==> src/rtl/mem_port_arbiter.sv <==
// Arbitrates one single-port memory between the fetch and data ports. Data is
// favoured, but only for a bounded streak of grants while a fetch is waiting.
module mem_port_arbiter #(
  parameter int ADDR_W        = 32,
  parameter int DATA_W        = 32,
  parameter int MAX_DM_STREAK = 4
) (
  input  logic              clk_i,
  input  logic              rst_i,
  input  logic              if_req_i,
  input  logic [ADDR_W-1:0] if_addr_i,
  output logic [DATA_W-1:0] if_rdata_o,
  output logic              if_ack_o,
  input  logic              dm_req_i,
  input  logic              dm_we_i,
  input  logic [ADDR_W-1:0] dm_addr_i,
  input  logic [DATA_W-1:0] dm_wdata_i,
  output logic [DATA_W-1:0] dm_rdata_o,
  output logic              dm_ack_o,
  output logic              mem_req_o,
  output logic              mem_we_o,
  output logic [ADDR_W-1:0] mem_addr_o,
  output logic [DATA_W-1:0] mem_wdata_o,
  input  logic [DATA_W-1:0] mem_rdata_i,
  input  logic              mem_ack_i
);

  localparam int SW = $clog2(MAX_DM_STREAK + 1);
  localparam logic [SW-1:0] STREAK_MAX = SW'(MAX_DM_STREAK);
  localparam logic [SW-1:0] STREAK_ONE = SW'(1);

  typedef enum logic [2:0] {
    IDLE,
    SERVE_IF,
    SERVE_DM,
    RESP_IF,
    RESP_DM
  } state_e;

  state_e            state_q, state_d;
  logic [SW-1:0]     streak_q, streak_d;
  logic              mem_req_q, mem_req_d;
  logic              mem_we_q, mem_we_d;
  logic [ADDR_W-1:0] mem_addr_q, mem_addr_d;
  logic [DATA_W-1:0] mem_wdata_q, mem_wdata_d;
  logic [DATA_W-1:0] if_rdata_q, if_rdata_d;
  logic [DATA_W-1:0] dm_rdata_q, dm_rdata_d;
  logic              grant_dm, grant_if;

  always_ff @(posedge clk_i) begin
    if (rst_i) begin
      state_q     <= IDLE;
      streak_q    <= '0;
      mem_req_q   <= 1'b0;
      mem_we_q    <= 1'b0;
      mem_addr_q  <= '0;
      mem_wdata_q <= '0;
      if_rdata_q  <= '0;
      dm_rdata_q  <= '0;
    end else begin
      state_q     <= state_d;
      streak_q    <= streak_d;
      mem_req_q   <= mem_req_d;
      mem_we_q    <= mem_we_d;
      mem_addr_q  <= mem_addr_d;
      mem_wdata_q <= mem_wdata_d;
      if_rdata_q  <= if_rdata_d;
      dm_rdata_q  <= dm_rdata_d;
    end
  end

  // Data wins a contested IDLE cycle until it has taken MAX_DM_STREAK grants in a row.
  always_comb begin
    state_d     = state_q;
    streak_d    = streak_q;
    mem_req_d   = mem_req_q;
    mem_we_d    = mem_we_q;
    mem_addr_d  = mem_addr_q;
    mem_wdata_d = mem_wdata_q;
    if_rdata_d  = if_rdata_q;
    dm_rdata_d  = dm_rdata_q;
    grant_dm    = 1'b0;
    grant_if    = 1'b0;

    case (state_q)
      IDLE: begin
        grant_dm = dm_req_i && (!if_req_i || (streak_q < STREAK_MAX));
        grant_if = if_req_i && !grant_dm;
        if (grant_dm) begin
          state_d     = SERVE_DM;
          mem_req_d   = 1'b1;
          mem_we_d    = dm_we_i;
          mem_addr_d  = dm_addr_i;
          mem_wdata_d = dm_wdata_i;
          if (!if_req_i) begin
            streak_d = '0;
          end else if (streak_q != STREAK_MAX) begin
            streak_d = streak_q + STREAK_ONE;
          end
        end else if (grant_if) begin
          state_d     = SERVE_IF;
          mem_req_d   = 1'b1;
          mem_we_d    = 1'b0;
          mem_addr_d  = if_addr_i;
          mem_wdata_d = '0;
          streak_d    = '0;
        end
      end
      SERVE_IF: begin
        if (mem_ack_i) begin
          state_d    = RESP_IF;
          mem_req_d  = 1'b0;
          mem_we_d   = 1'b0;
          if_rdata_d = mem_rdata_i;
        end
      end
      SERVE_DM: begin
        if (mem_ack_i) begin
          state_d   = RESP_DM;
          mem_req_d = 1'b0;
          mem_we_d  = 1'b0;
          if (!mem_we_q) begin
            dm_rdata_d = mem_rdata_i;
          end
        end
      end
      RESP_IF, RESP_DM: begin
        state_d = IDLE;
      end
      default: begin
        state_d = IDLE;
      end
    endcase
  end

  assign if_ack_o    = (state_q == RESP_IF);
  assign dm_ack_o    = (state_q == RESP_DM);
  assign mem_req_o   = mem_req_q;
  assign mem_we_o    = mem_we_q;
  assign mem_addr_o  = mem_addr_q;
  assign mem_wdata_o = mem_wdata_q;
  assign if_rdata_o  = if_rdata_q;
  assign dm_rdata_o  = dm_rdata_q;

endmodule

==> config.mk <==
export PLATFORM = sky130hd
export DESIGN_NAME = mem_port_arbiter
export DESIGN_NICKNAME = d
export VERILOG_FILES = /design/src/rtl/mem_port_arbiter.sv
export SDC_FILE = /design/constraint.sdc
export NUM_CORES = 1
export LEC_CHECK = 0
export ABC_AREA = 0
export BUFFER_PORTS_ARGS = -buffer_cell sky130_fd_sc_hd__buf_2
export CAP_MARGIN = 0
export CORE_MARGIN = 2
export CORE_UTILIZATION = 47
export CTS_BUF_LIST = sky130_fd_sc_hd__clkbuf_2
export CTS_CLUSTER_DIAMETER = 120
export CTS_CLUSTER_SIZE = 16
export DETAILED_ROUTE_END_ITERATION = 10
export GPL_TIMING_DRIVEN = 0
export HOLD_SLACK_MARGIN = 0.05
export PLACE_DENSITY = 0.82
export RECOVER_POWER = 100
export SLEW_MARGIN = 20
export SYNTH_ARGS = -nofsm -noshare
export SYNTH_HDL_FRONTEND = slang
export SYNTH_SLANG_ARGS = --single-unit
==> constraint.sdc <==
create_clock -name clk_i -period 2 [get_ports clk_i]
set_input_delay 0 -clock clk_i [delete_from_list [all_inputs] [get_ports clk_i]]
set_output_delay 0 -clock clk_i [all_outputs]
set_load 0.01 [all_outputs]
# Yosys cells after proc, flatten, opt, wreduce, memory -nomap -nowiden
# Cells that the tools add are included.
# totals
reg_bits,136
# classes
addsub,1
n_lt_le_gt_ge,1
n_eq_ne,10
bitwise_logic,1
reduce_logical,15
muxes,20
# ops
cell,count
32-bit two-way mux,4
3-bit two-way mux,8
3-bit AND reduction,4
3-bit case mux with 3 select lines,1
3-bit by 2-bit == test with 1-bit output (second input constant),2
3-bit != test (second input constant),2
1-bit two-way mux,5
2-bit != test (second input constant),2
1-bit case mux with 2 select lines,2
2-bit AND reduction,2
2-bit nonzero test,2
3-bit by 1-bit adder with 3-bit output (second input constant),1
3-bit by 1-bit == test with 1-bit output (second input constant),1
3-bit == test (second input constant),1
3-bit logical NOT,1
3-bit < comparator (second input constant),1
3-bit by 2-bit != test with 1-bit output (second input constant),1
1-bit logical AND,2
1-bit logical NOT,2
2-bit by 1-bit != test with 1-bit output (second input constant),1
2-bit OR reduction,1
1-bit logical OR,1
1-bit inverter,1

# Depth between registers and ports, before layout
# depth
ltp_word,8
mapped_depth,6
mapped_depth_nobuf,4

# Worst setup path before layout
# No wires, ideal clock.
# synth_path
path_type,reg2reg
from,register state_q[2]
to,register mem_addr_q[22] (netlist: mem_addr_o[22])
stages_incl_launch_ff,6
t_arrival_ns,1.278
setup_time_ns,0.134
n_path_buf,2
period_less_slack_ns,1.412
required_time_ns,1.866
slack_ns,0.588
cell_sequence,dfxtp_1 -> or3_1 -> buf_2 -> nor2_2 -> buf_2 -> a211oi_1
# synth_between
elab_chain_len,2
# synth_lines
item,line_no,source
"start, declared",40,"state_e state_q, state_d;"
"start signal, assigned",61,state_q <= state_d;
3-bit logical NOT,85,case (state_q)
2-bit AND reduction (no line),n/a,
"end signal, assigned",65,mem_addr_q <= mem_addr_d;
"end, declared",44,"logic [ADDR_W-1:0] mem_addr_q, mem_addr_d;"
# No other way between the ends.
# A chain may end at the register's enable or synchronous reset.

# Final worst setup path
# layout_path
from,register streak_q[2]
to,register mem_addr_q[3] (netlist: mem_addr_o[3])
# layout_between
elab_chain_len,7
word_cells_on_any_way,8
# layout_lines
item,line_no,source
"start, declared",41,"logic [SW-1:0] streak_q, streak_d;"
"start signal, assigned",62,streak_q <= streak_d;
3-bit < comparator *,87,grant_dm = dm_req_i && (!if_req_i || (streak_q < STREAK_MAX));
1-bit logical OR *,87,
1-bit logical AND *,87,
1-bit logical NOT,88,grant_if = if_req_i && !grant_dm;
1-bit logical AND,88,
2-bit nonzero test (no line),n/a,
2-bit AND reduction (no line),n/a,
# Mark *: on every way between the ends. The rest lies on a longest branch, timed or not.

==> flow_summary.ini <==
[setup_path]
cp.arrival_ps = 2560
crit_family = buffers and inverters
cp-end-kind = flop
r2r-start = streak_q[2]$_SDFFE_PP0P_
required_ps = 2590
crit_path_max_fanout = 10
startpoint_type = flop
reg2reg_to = mem_addr_o[3]$_SDFFE_PP0P_
path_buf_inv = 2
rrSetupSlack_ps = 30
critical-path-slowest-cell = dlygate4sd3_1
worstSetupPathType = flop to flop
crit_chain = a21boi_4 > buf_4 > mux2i_1 > dlygate4sd3_1 > a211oi_1
rr_worst_depth = 5
cpPeakStageDelay_ps = 590

[place]
io_buffers = 263
placed_area_sq_um = 6890
place_congestion = 0.845
dp_hpwl_um = 12100

[logic_synthesis]
ys.warnings.count = 0
ys_ff_latch = 136
ys.flop_type = dfxtp_1
synth_top_area_cell = dfxtp_1
synthTopCellsByArea = dfxtp_1 (50%), a21oi_1 (12%), mux2i_1 (6.1%)
syn_avg_cell_area_sq_um = 8.55
syn-cell-area_sq_um = 5400
synth_edf_count = 0
async_flop_share_pct = 0
synth_top_area_share_pct = 50.5
synth_fp_nets = 767
synth_seq_area_share_pct = 50.5
syn_inst = 631
synth_cell_types = 34

[die]
pin_count = 266
rows = 39
start_util_pct = 47.7
die_y_um = 111
coreArea_sq_um = 11300
fp.dieW_um = 111
die-area_sq_um = 12400

[timing]
clock_skew_ps = 45.4
fin_crit_sh_pct = 98.6
final-max-slew-violation-count = 0
max_slew_margin_pct = 58.4
hold_violations = 0
worst_slew_pin_slew_ps = 624
setup_viol = 0
layout_min_cycle_time_ps = 1970
clock.fmax_mhz = 507

[detailed_routing]
drt_first_pass_iters = 5
routed_wirelength_um = 21200
avgViaCountPerCell = 5.60
drtIter0Drc = 547
via_count = 6757
drc = 0
wl_per_cell_um = 17.6
ant_nets = 0

[min_path]
hold_end = if_rdata_o[27]$_SDFFE_PP0P_
hold_depth = 4
hp-start = mem_rdata_i[27]
hold_path_class = primary input to flop

[global_routing]
grt_max_degree = 17
grt_overflow_total = 0
grt_usage_pct = 33.0
antenna_found_initial = 0
grt_pass1_wl_um = 33100
grt_pass1_vias = 6819

[cells_and_area]
layout_commonest_cell = buf_2
synthToLayoutAreaGrowth_pct = 57.5
num_antenna_cells = 0
final_cell_area_sq_um = 8500
fin_nets = 1186
n_fill_cell = 813
drive_above_1_share_pct = 22.1
layout_common_cells = buf_2 (189), dlygate4sd3_1 (137), dfxtp_1 (136)

[power_and_ir_drop]
leakagePower_nw = 3.49
peakVddDrop_uv = 470
cellPowerDensity_nw_per_um2 = 763
totalPowerFinal_mw = 6.49

[cts]
numCtsBuffers = 17
post-cts-setup-buffers = 0
cts_tree = done
numClockSinks = 136
clk_pin_slew_worst_paths_ps = 240
clk_latency_ps = 680
htree_num_levels = 4
clockBufferDepth = 2
cts_root_buf = clkbuf_2

[job]
max_cap_violations = 0

[run_status]
outcome = completed
state kept, by name (all words and copies together) (netlist names):
signal,count
mem_req_o,1
mem_wdata_o,32
mem_we_o,1
mem_addr_o,32
dm_rdata_o,32
streak_q,3
state_q,3
if_rdata_o,32
power by group:
part	switching (mW)	total [mW]	internal, mW	leakage (nW)
combinational	0.805	1.44	0.632	2.20
clock	1.07	2.04	0.964	0.175
sequential	0.109	3.01	2.90	1.11
total	1.99	6.49	4.50	3.49
routing by layer:
metal | share of wire (%) | global-route usage, % | vias up | routed length [um]
met1 | 37 | 36.0 | 3176 | 7900
met4 | 5.7 | 18.8 | 0 | 1210
met2 | 50 | 58.7 | 391 | 10600
li1 | - | - | 3082 | -
met5 | 0 | 0 | - | 0
met3 | 7.2 | 7.71 | 108 | 1520
how the worst max path moves through the flow:
stage / cells past startpoint / end / start
after global routing: 5 / mem_addr_o[3]$_SDFFE_PP0P_ / streak_q[2]$_SDFFE_PP0P_
after global placement: 4 / if_rdata_o[29]$_SDFFE_PP0P_ / rst_i
after floorplan: 5 / mem_addr_o[22]$_SDFFE_PP0P_ / state_q[2]$_SDFFE_PP0P_
after CTS: 5 / mem_we_o$_SDFFE_PP0P_ / state_q[2]$_SDFFE_PP0P_
final: 5 / mem_addr_o[3]$_SDFFE_PP0P_ / streak_q[2]$_SDFFE_PP0P_
after detailed placement: 4 / if_rdata_o[29]$_SDFFE_PP0P_ / rst_i
worst register-to-register path, cell delays in order (launching register included):
cell and delay (ps):
dfxtp_1 390, a21boi_4 240, buf_4 270, mux2i_1 100, dlygate4sd3_1 590, a211oi_1 320
cell type report:
type                    instances  area [sq um]  area share, %
clock inverters                14           223           2.62
inverters                       5          18.8          0.221
flip-flops and latches        136          2720           32.0
plain buffers                  68           303           3.56
multi-input cells             422          2390           28.2
repair buffers                400          2570           30.2
clock buffers                  18          90.1           1.06
well taps                     143           179           2.11
synth_stat cells (2+ instances only):
cell       instances
a211oi_1          33
a21oi_1          132
buf_2             24
buf_4              2
clkbuf_1          41
dfxtp_1          136
ha_1               2
inv_1              5
mux2i_1           33
nand2_1           67
nand3_1           64
nand4_1            2
nand4bb_1          2
nor2_2             2
o21ai_0           61
o21ai_1            6
or3_1              2
per-stage QoR:
stage | instances | hold slack, ps | setup TNS, ps | util [%] | worst slack (ps)
floorplan | 631 | 136 | 0 | - | 588
global placement | 1037 | 254 | 0 | 60.9 | 283
detailed placement | 1037 | 259 | 0 | 60.9 | 287
CTS | 1204 | 51.2 | 0 | 75.6 | 34.2
global route | 1206 | 51.3 | -66.9 | 75.1 | -26.7
finish | 1206 | 89.1 | 0 | 75.1 | 27.6
kinds of logic (layout without fill, tap and decap cells):
kind of cell / Yosys count / count (layout) / synth area share (%)
AOI/OAI and AO/OA: 237 / 237 / 23.9
buffers and inverters: 73 / 505 / 5.77
muxes: 33 / 33 / 6.12
adders and majority gates: 2 / 2 / 0.464
DFF: 136 / 136 / 50.5
and+or+nand+nor: 149 / 149 / 13.1
xor gates and xnor gates: 1 / 1 / 0.162
timing repair:
action | 4_1_cts | 5_1_grt
endpoints found under the setup margin | 0 | 28
hold buffers | 135 | 2
gates resized for setup | 0 | 11
endpoints found under the hold margin | 135 | 2
Note: power is estimated with default switching activity, not from simulation.
